## config.mk

```make
export PLATFORM = sky130hd
export DESIGN_NAME = l1_cache_ctrl
export DESIGN_NICKNAME = d
export VERILOG_FILES = /design/src/rtl/l1_cache_ctrl_pkg.sv /design/src/rtl/l1_tag_array.sv /design/src/rtl/l1_cache_ctrl.sv
export SDC_FILE = /design/constraint.sdc
export NUM_CORES = 2
export LEC_CHECK = 0
export CORE_ASPECT_RATIO = 1.75
export CORE_UTILIZATION = 45
export CTS_CLUSTER_DIAMETER = 100
export DETAILED_ROUTE_END_ITERATION = 8
export SETUP_SLACK_MARGIN = 0.05
export SYNTH_ARGS = -nofsm -noshare
export SYNTH_HDL_FRONTEND = slang
export SYNTH_SLANG_ARGS = --single-unit
```

## constraint.sdc

```tcl
create_clock -name clk -period 6.17 [get_ports clk]
set_input_delay 1.234 -clock clk [delete_from_list [all_inputs] [get_ports clk]]
set_output_delay 1.234 -clock clk [all_outputs]
set_load 0.02 [all_outputs]
```

## src/rtl/l1_cache_ctrl_pkg.sv

```systemverilog
// Shared definitions for the BEAN L1 data cache controller.
//  - default cache geometry (word width, address width, line size, set count)
//  - FSM state encodings, kept as plain 3-bit constants so older tooling and
//    debug scripts can decode the exposed state directly.
package l1_cache_ctrl_pkg;

   localparam int L1_XLEN       = 32;
   localparam int L1_ADDR_W     = 32;
   localparam int L1_LINE_WORDS = 4;
   localparam int L1_SETS       = 64;

   localparam int ST_W = 3;

   localparam logic [2:0] S_IDLE    = 3'd0;
   localparam logic [2:0] S_LOOKUP  = 3'd1;
   localparam logic [2:0] S_WB_RD   = 3'd2;
   localparam logic [2:0] S_WB_REQ  = 3'd3;
   localparam logic [2:0] S_RF_REQ  = 3'd4;
   localparam logic [2:0] S_RF_WAIT = 3'd5;
   localparam logic [2:0] S_REPLAY  = 3'd6;

endpackage

```

## src/rtl/l1_tag_array.sv

```systemverilog
// Tag / valid / dirty storage for the direct-mapped L1 data cache.
// Ports:
//  clk, rst      core clock; synchronous active-high reset clears every
//                valid and dirty bit (tags are left as they are)
//  rd_idx        set index to look up (combinational read)
//  rd_tag        stored tag of that set
//  rd_valid      valid bit of that set
//  rd_dirty      dirty bit of that set
//  wr_en         write strobe: set wr_idx to {wr_tag, valid=1, wr_dirty}
//  wr_idx        set index to write
//  wr_tag        tag to store
//  wr_dirty      dirty bit to store
module l1_tag_array
   import l1_cache_ctrl_pkg::*;
#(
   parameter int TAG_W = 22,
   parameter int IDX_W = 6,
   parameter int SETS  = L1_SETS
) (
   input  logic             clk,
   input  logic             rst,
   input  logic [IDX_W-1:0] rd_idx,
   output logic [TAG_W-1:0] rd_tag,
   output logic             rd_valid,
   output logic             rd_dirty,
   input  logic             wr_en,
   input  logic [IDX_W-1:0] wr_idx,
   input  logic [TAG_W-1:0] wr_tag,
   input  logic             wr_dirty
);

   logic [TAG_W-1:0] tag_q [SETS];
   logic [SETS-1:0]  valid_q;
   logic [SETS-1:0]  dirty_q;

   // Every write leaves the set valid: it is either a store hit (already
   // valid) or the completion of a refill.
   always_ff @(posedge clk) begin
      if (rst) begin
         valid_q <= '0;
         dirty_q <= '0;
      end else if (wr_en) begin
         valid_q[wr_idx] <= 1'b1;
         dirty_q[wr_idx] <= wr_dirty;
      end
   end

   // Tags need no reset: a set is only ever trusted through its valid bit.
   always_ff @(posedge clk) begin
      if (!rst && wr_en) begin
         tag_q[wr_idx] <= wr_tag;
      end
   end

   assign rd_tag   = tag_q[rd_idx];
   assign rd_valid = valid_q[rd_idx];
   assign rd_dirty = dirty_q[rd_idx];

endmodule

```

## src/rtl/l1_cache_ctrl.sv

```systemverilog
// Controller for the BEAN L1 data cache: direct-mapped, write-back,
// write-allocate, one CPU request and one memory beat in flight.
// Ports:
//  clk, rst                  core clock, synchronous active-high reset
//  cpu_req_valid/ready       CPU request handshake (ready only in IDLE)
//  cpu_req_we/addr/wdata     store flag, byte address, store data
//  cpu_resp_valid/data       one-cycle completion pulse, load data
//  dat_addr/we/wdata/rdata   external single-ported data SRAM, {index,word}
//                            addressing, read data one cycle after address
//  mem_req_valid/ready       memory beat handshake (transfer on valid&ready)
//  mem_req_we/addr/wdata     beat direction, word address, write data
//  mem_resp_valid/data       read beat return
//  dbg_state                 current FSM state (encodings in the package)
//
// Handshake rule for both request channels: a transfer happens on a rising
// clock edge where valid and ready are both high; once the controller raises
// mem_req_valid it holds mem_req_we/addr/wdata unchanged until that edge.
module l1_cache_ctrl
   import l1_cache_ctrl_pkg::*;
#(
   parameter  int XLEN       = L1_XLEN,
   parameter  int ADDR_W     = L1_ADDR_W,
   parameter  int LINE_WORDS = L1_LINE_WORDS,
   parameter  int SETS       = L1_SETS,
   localparam int BYTE_W     = $clog2(XLEN / 8),
   localparam int WSEL_W     = $clog2(LINE_WORDS),
   localparam int OFF_W      = WSEL_W + BYTE_W,
   localparam int IDX_W      = $clog2(SETS),
   localparam int TAG_W      = ADDR_W - IDX_W - OFF_W
) (
   input  logic                    clk,
   input  logic                    rst,
   input  logic                    cpu_req_valid,
   output logic                    cpu_req_ready,
   input  logic                    cpu_req_we,
   input  logic [ADDR_W-1:0]       cpu_req_addr,
   input  logic [XLEN-1:0]         cpu_req_wdata,
   output logic                    cpu_resp_valid,
   output logic [XLEN-1:0]         cpu_resp_data,
   output logic [IDX_W+WSEL_W-1:0] dat_addr,
   output logic                    dat_we,
   output logic [XLEN-1:0]         dat_wdata,
   input  logic [XLEN-1:0]         dat_rdata,
   output logic                    mem_req_valid,
   input  logic                    mem_req_ready,
   output logic                    mem_req_we,
   output logic [ADDR_W-1:0]       mem_req_addr,
   output logic [XLEN-1:0]         mem_req_wdata,
   input  logic                    mem_resp_valid,
   input  logic [XLEN-1:0]         mem_resp_data,
   output logic [ST_W-1:0]         dbg_state
);

   localparam logic [WSEL_W-1:0] LAST_WORD = WSEL_W'(LINE_WORDS - 1);

   logic [ST_W-1:0]          state, state_d;
   logic [WSEL_W-1:0]        cnt;
   logic                     req_we;
   logic [ADDR_W-1:BYTE_W]   req_addr;
   logic [XLEN-1:0]          req_wdata;
   logic [XLEN-1:0]          wb_data;
   logic                     wb_fresh;

   logic [IDX_W-1:0]  req_idx;
   logic [WSEL_W-1:0] req_word;
   logic [TAG_W-1:0]  req_tag;
   logic [IDX_W-1:0]  cpu_idx;
   logic [WSEL_W-1:0] cpu_word;

   logic [TAG_W-1:0]  rd_tag;
   logic              rd_valid;
   logic              rd_dirty;
   logic              hit;
   logic              cnt_last;
   logic              tag_we;
   logic              tag_wr_dirty;

   // Byte-within-word bits carry no information for full-word accesses.
   logic              unused_byte_bits;
   assign unused_byte_bits = ^cpu_req_addr[BYTE_W-1:0];

   assign req_idx  = req_addr[OFF_W+IDX_W-1:OFF_W];
   assign req_word = req_addr[OFF_W-1:BYTE_W];
   assign req_tag  = req_addr[ADDR_W-1:OFF_W+IDX_W];
   assign cpu_idx  = cpu_req_addr[OFF_W+IDX_W-1:OFF_W];
   assign cpu_word = cpu_req_addr[OFF_W-1:BYTE_W];

   assign hit       = rd_valid && (rd_tag == req_tag);
   assign cnt_last  = (cnt == LAST_WORD);
   assign dbg_state = rst ? '0 : state;

   // The tag array is addressed by the latched request for the whole
   // operation; its contents for that set only change on a store hit or at
   // the end of a refill, so rd_tag still names the victim line throughout
   // the writeback.
   l1_tag_array #(
      .TAG_W (TAG_W),
      .IDX_W (IDX_W),
      .SETS  (SETS)
   ) u_tags (
      .clk      (clk),
      .rst      (rst),
      .rd_idx   (req_idx),
      .rd_tag   (rd_tag),
      .rd_valid (rd_valid),
      .rd_dirty (rd_dirty),
      .wr_en    (tag_we),
      .wr_idx   (req_idx),
      .wr_tag   (req_tag),
      .wr_dirty (tag_wr_dirty)
   );

   // Outputs and next state. Everything is forced to 0 while rst is high so
   // the interfaces are quiet during reset.
   always_comb begin
      state_d        = state;
      cpu_req_ready  = 1'b0;
      cpu_resp_valid = 1'b0;
      cpu_resp_data  = '0;
      dat_addr       = '0;
      dat_we         = 1'b0;
      dat_wdata      = '0;
      mem_req_valid  = 1'b0;
      mem_req_we     = 1'b0;
      mem_req_addr   = '0;
      mem_req_wdata  = '0;
      tag_we         = 1'b0;
      tag_wr_dirty   = 1'b0;
      if (!rst) begin
         case (state)
            S_IDLE: begin
               cpu_req_ready = 1'b1;
               // Start the SRAM read now so data is ready in LOOKUP.
               dat_addr = {cpu_idx, cpu_word};
               if (cpu_req_valid) state_d = S_LOOKUP;
            end
            S_LOOKUP: begin
               if (hit) begin
                  cpu_resp_valid = 1'b1;
                  if (req_we) begin
                     dat_we       = 1'b1;
                     dat_addr     = {req_idx, req_word};
                     dat_wdata    = req_wdata;
                     tag_we       = 1'b1;
                     tag_wr_dirty = 1'b1;
                  end else begin
                     cpu_resp_data = dat_rdata;
                  end
                  state_d = S_IDLE;
               end else if (rd_valid && rd_dirty) begin
                  state_d = S_WB_RD;
               end else begin
                  state_d = S_RF_REQ;
               end
            end
            S_WB_RD: begin
               dat_addr = {req_idx, cnt};
               state_d  = S_WB_REQ;
            end
            S_WB_REQ: begin
               mem_req_valid = 1'b1;
               mem_req_we    = 1'b1;
               mem_req_addr  = {rd_tag, req_idx, cnt, {BYTE_W{1'b0}}};
               // SRAM data is only guaranteed on the first WB_REQ cycle;
               // later cycles of a stalled beat use the captured copy.
               mem_req_wdata = wb_fresh ? dat_rdata : wb_data;
               if (mem_req_ready) state_d = cnt_last ? S_RF_REQ : S_WB_RD;
            end
            S_RF_REQ: begin
               mem_req_valid = 1'b1;
               mem_req_addr  = {req_tag, req_idx, cnt, {BYTE_W{1'b0}}};
               if (mem_req_ready) state_d = S_RF_WAIT;
            end
            S_RF_WAIT: begin
               if (mem_resp_valid) begin
                  dat_we    = 1'b1;
                  dat_addr  = {req_idx, cnt};
                  dat_wdata = mem_resp_data;
                  if (cnt_last) begin
                     tag_we  = 1'b1;
                     state_d = S_REPLAY;
                  end else begin
                     state_d = S_RF_REQ;
                  end
               end
            end
            S_REPLAY: begin
               dat_addr = {req_idx, req_word};
               state_d  = S_LOOKUP;
            end
            default: state_d = S_IDLE;
         endcase
      end
   end

   always_ff @(posedge clk) begin
      if (rst) begin
         state     <= S_IDLE;
         cnt       <= '0;
         req_we    <= 1'b0;
         req_addr  <= '0;
         req_wdata <= '0;
         wb_data   <= '0;
         wb_fresh  <= 1'b0;
      end else begin
         state    <= state_d;
         wb_fresh <= (state == S_WB_RD);
         if (state == S_WB_REQ && wb_fresh) wb_data <= dat_rdata;
         if (state == S_IDLE && cpu_req_valid) begin
            req_we    <= cpu_req_we;
            req_addr  <= cpu_req_addr[ADDR_W-1:BYTE_W];
            req_wdata <= cpu_req_wdata;
         end
         case (state)
            S_LOOKUP:  cnt <= '0;
            S_WB_REQ:  if (mem_req_ready)  cnt <= cnt_last ? '0 : cnt + 1'b1;
            S_RF_WAIT: if (mem_resp_valid) cnt <= cnt_last ? '0 : cnt + 1'b1;
            default:   ;
         endcase
      end
   end

endmodule

```

==> run summary <==
Critical path class: reg2out
CTS Buffer Depth: 3
Pwr dens: 294.1 nW/um2
Final instance area: 80400 um2
Setup violators final: 0
Setup crit start kind: flip-flop
Sequential share of power: 51.8%
Yosys top cell area share: 63.57%
Cts bufs inserted: 145
Area occupied by registers: 47040 um2
# IOs: 278
Worst slew pin tran: 1.289 ns
Worst Hold Class: reg2reg
Logic pwr share: 10.1%
Number of synthesized flops with an enable pin: 1408
Commonest non-fill, non-tap cell in the layout: edfxtp_1
Antenna viol nets, final: 0
CTS sink cnt: 1643
Max Clk Rate: 163.5 MHz
WP data arrival: 4.88 ns
Clk Latency, worst-skew pair: 0.78 ns
DR pass1 iterations: 5
CP Cell Sequence: buf_12 > buf_16 > buf_16 > buf_12 > mux4_2 > mux2i_1 > buf_4 > a22oi_1 > a22oi_1 > buf_4 > o21ai_0 > clkdlybuf4s50_1
Sequential area share after synthesis: 70.65%
Final min period: 6.115 ns
Max cap viols: 0
# fillers: 11599
Core Util, Final: 54.83%
Die Y: 510.6 um
Initial core utilization: 45.36%
Initial antenna violation count: 6
Post-synth design cell area: 66510 um2
Yosys warnings: 0
Hpwl dp: 130000 um
Final wirelength: 207300 um
Most frequent cells in the layout: 1408 x edfxtp_1, 398 x nand2_1, 309 x mux4_2
Top cells by area, synth: edfxtp_1 64%, mux4_2 10%, dfxtp_1 7.1%
CP max stage cell: o21ai_0
Vias/cell: 6.119
DP Area: 74320 um2
DRC viols: 0
Largest net degree at the start of global routing: 212
Routability Congestion: 0.9065
Core area: 146600 um2
Unrepaired setup endpoints after global routing: yes
WL per Instance: 31.62 um
CP delay by family, top: buffers and inverters
Vias in the first global route: 40122
Port Buffers: 273
Critical path buffer and inverter count: 7
Placed cell count: 6218
Final Skew: 0.02623 ns
Area of the multi-input gates: 18830 um2
Worst-path clk slew: 0.07 ns
Final cell count without fillers: 6556
Placement row count: 186
Post-synth top area cell: edfxtp_1
CTS root buffer: clkbuf_16
Share of cells above drive strength 1: 26.29%
Largest stage delay, worst path: 0.90 ns
Yosys cell types: 68
Sw Pwr: 5.637 mW
Max Slew Vio Count: 0
Global-route wire length before repair: 290600 um
Worst Setup End Kind: output pin
Pre-CTS WS: -0.4043 ns
Crit Path Max Fanout: 12
WP data required: 4.94 ns
Leak Pwr: 25.05 nW
Slew margin rel.: 14.10%
Top FF cell, synth: edfxtp_1
Syn Inst Count: 4043
Total gr overflow: 0
Via Count: 40116
Global router's overall resource usage: 27.49%
Seq cells post-synth: 1643
Sw Share: 23.84%
Clock group share of total power: 38.2%
DRT iter0 DRCs: 4821
Final hold slack: 0.4548 ns
Post-synthesis async set-or-reset flop share: 0%
Final Hold Fails: 0
Reg2reg setup slack: 0.89 ns
Chip Width: 292.6 um
Worst Slack Setup Final: 0.05514 ns
CTS tree: yes
Die ar.: 149400 um2
Status: finished clean
Period utilization: 99.11%
Final #Nets: 4692
Area delta synth->final: 20.89%
H-tree Lvls: 4
Internal: 18.01 mW
Syn Area/Cell: 16.45 um2
VDD IR-drop max: 281.4 uV
[kinds of logic after synthesis]
group | share of synthesized area, %
fa+ha+maj | 0.01881
mux | 14.38
simple gates | 4.559
compound gates | 7.563
flops | 70.65
xor+xnor | 0.2766
buf+inv | 2.545
other cells | 0.005639
[power groups by stage]
stage | clock network (mW) | registers (mW) | logic (mW)
detailed placement | 0 | 12.5 | 2.12
global placement | 0 | 12.5 | 2.11
floorplan | 0 | 12.5 | 1.05
CTS | 9.13 | 12.2 | 2.27
global route | 9.50 | 12.2 | 2.46
finish | 9.02 | 12.2 | 2.38
[stage by stage]
stage	setup TNS [ns]	total power, mW
6_report	0	23.64
5_1_grt	-0.07721	24.20
4_1_cts	-1.457	23.64
3_5_place_dp	-23.20	14.62
3_3_place_gp	-19.26	14.60
2_1_floorplan	0	13.58
[layer usage]
layer  up-vias  global-route usage (%)  part of all wire (%)
li1      17012                       -                     -
met1     20836                   32.25                    35
met2      1846                   48.13                    52
met3       418                   3.695                   6.8
met4         4                   16.45                   6.4
met5         -                       0                 0.012
[what timing repair did]
| item | CTS | global route |
|---|---|---|
| resized for setup | 252 | 170 |
| cloned | 7 | 5 |
| buffers inserted | 27 | 33 |
| hold buffers | 0 | 0 |
| setup endpoints to repair | 76 | 65 |
| pin swaps | 6 | 13 |
[sequential cells by signal, summed over array words and instances, names as in the netlist, named ones only]
| signal | cells |
|---|---|
| state | 3 |
| req_we | 1 |
| wb_fresh | 1 |
| u_tags.valid_q | 64 |
| cnt | 2 |
| wb_data | 32 |
| u_tags.tag_q | 1408 |
| req_addr | 30 |
| u_tags.dirty_q | 64 |
| req_wdata | 32 |
[worst reg2reg max path, stage by stage, from the launching register on]
cell and delay, ns:
dfxtp_4 0.36, buf_12 0.16, buf_16 0.17, buf_4 0.19, mux4_2 0.34, mux2i_1 0.07, buf_4 0.15, a21oi_1 0.81
a32oi_2 0.24, xnor2_1 0.45, nor3_1 0.10, and4_4 0.24, nand2_8 0.17, buf_12 0.15, buf_4 0.27, buf_12 0.54
a21oi_2 0.39, buf_12 0.22
[area by class of cell]
class	instances	area share (%)
timing repair buffer	664	9.056
sequential	1643	58.50
clock inverter	75	0.8715
tap	1880	2.926
inverter	73	0.3455
antenna	5	0.01556
multi-input combinational	2030	23.42
clock buffer	186	4.862
[synth_stat cells (4+ instances only)]
cell type	count
xor2_1	10
buf_1	14
o211ai_1	4
buf_4	32
nand3b_1	5
a211oi_1	17
o31ai_1	5
nor4_1	14
nand2_1	401
xnor2_1	11
a2111oi_0	7
a21oi_1	279
a21o_1	7
nand2b_1	18
nand3_1	31
buf_6	12
dfxtp_1	235
and3_1	5
nand4_1	7
nor3_1	19
and2_1	41
a22oi_1	62
nor2b_1	47
clkbuf_1	168
nor2_1	74
a22o_1	18
a311oi_2	40
mux4_2	309
a31oi_1	19
mux2i_1	212
buf_2	69
a311oi_1	27
a221oi_1	21
inv_1	72
o221ai_1	7
edfxtp_1	1408
a32o_1	4
o21ai_0	126
o22ai_1	95
mux2_2	43
[path summary, 6_finish.rpt]
kind | startpoint | endpoint | depth (start not counted)
setup / recovery | flip-flop | mem_req_addr[15] | 12
hold / removal | wb_data[7] | wb_data[7] | 2
setup reg to reg | flip-flop | u_tags.tag_q[15][15] | 17
hold reg to reg | wb_data[7] | wb_data[7] | 2
Power figures use the tool's default switching activity.
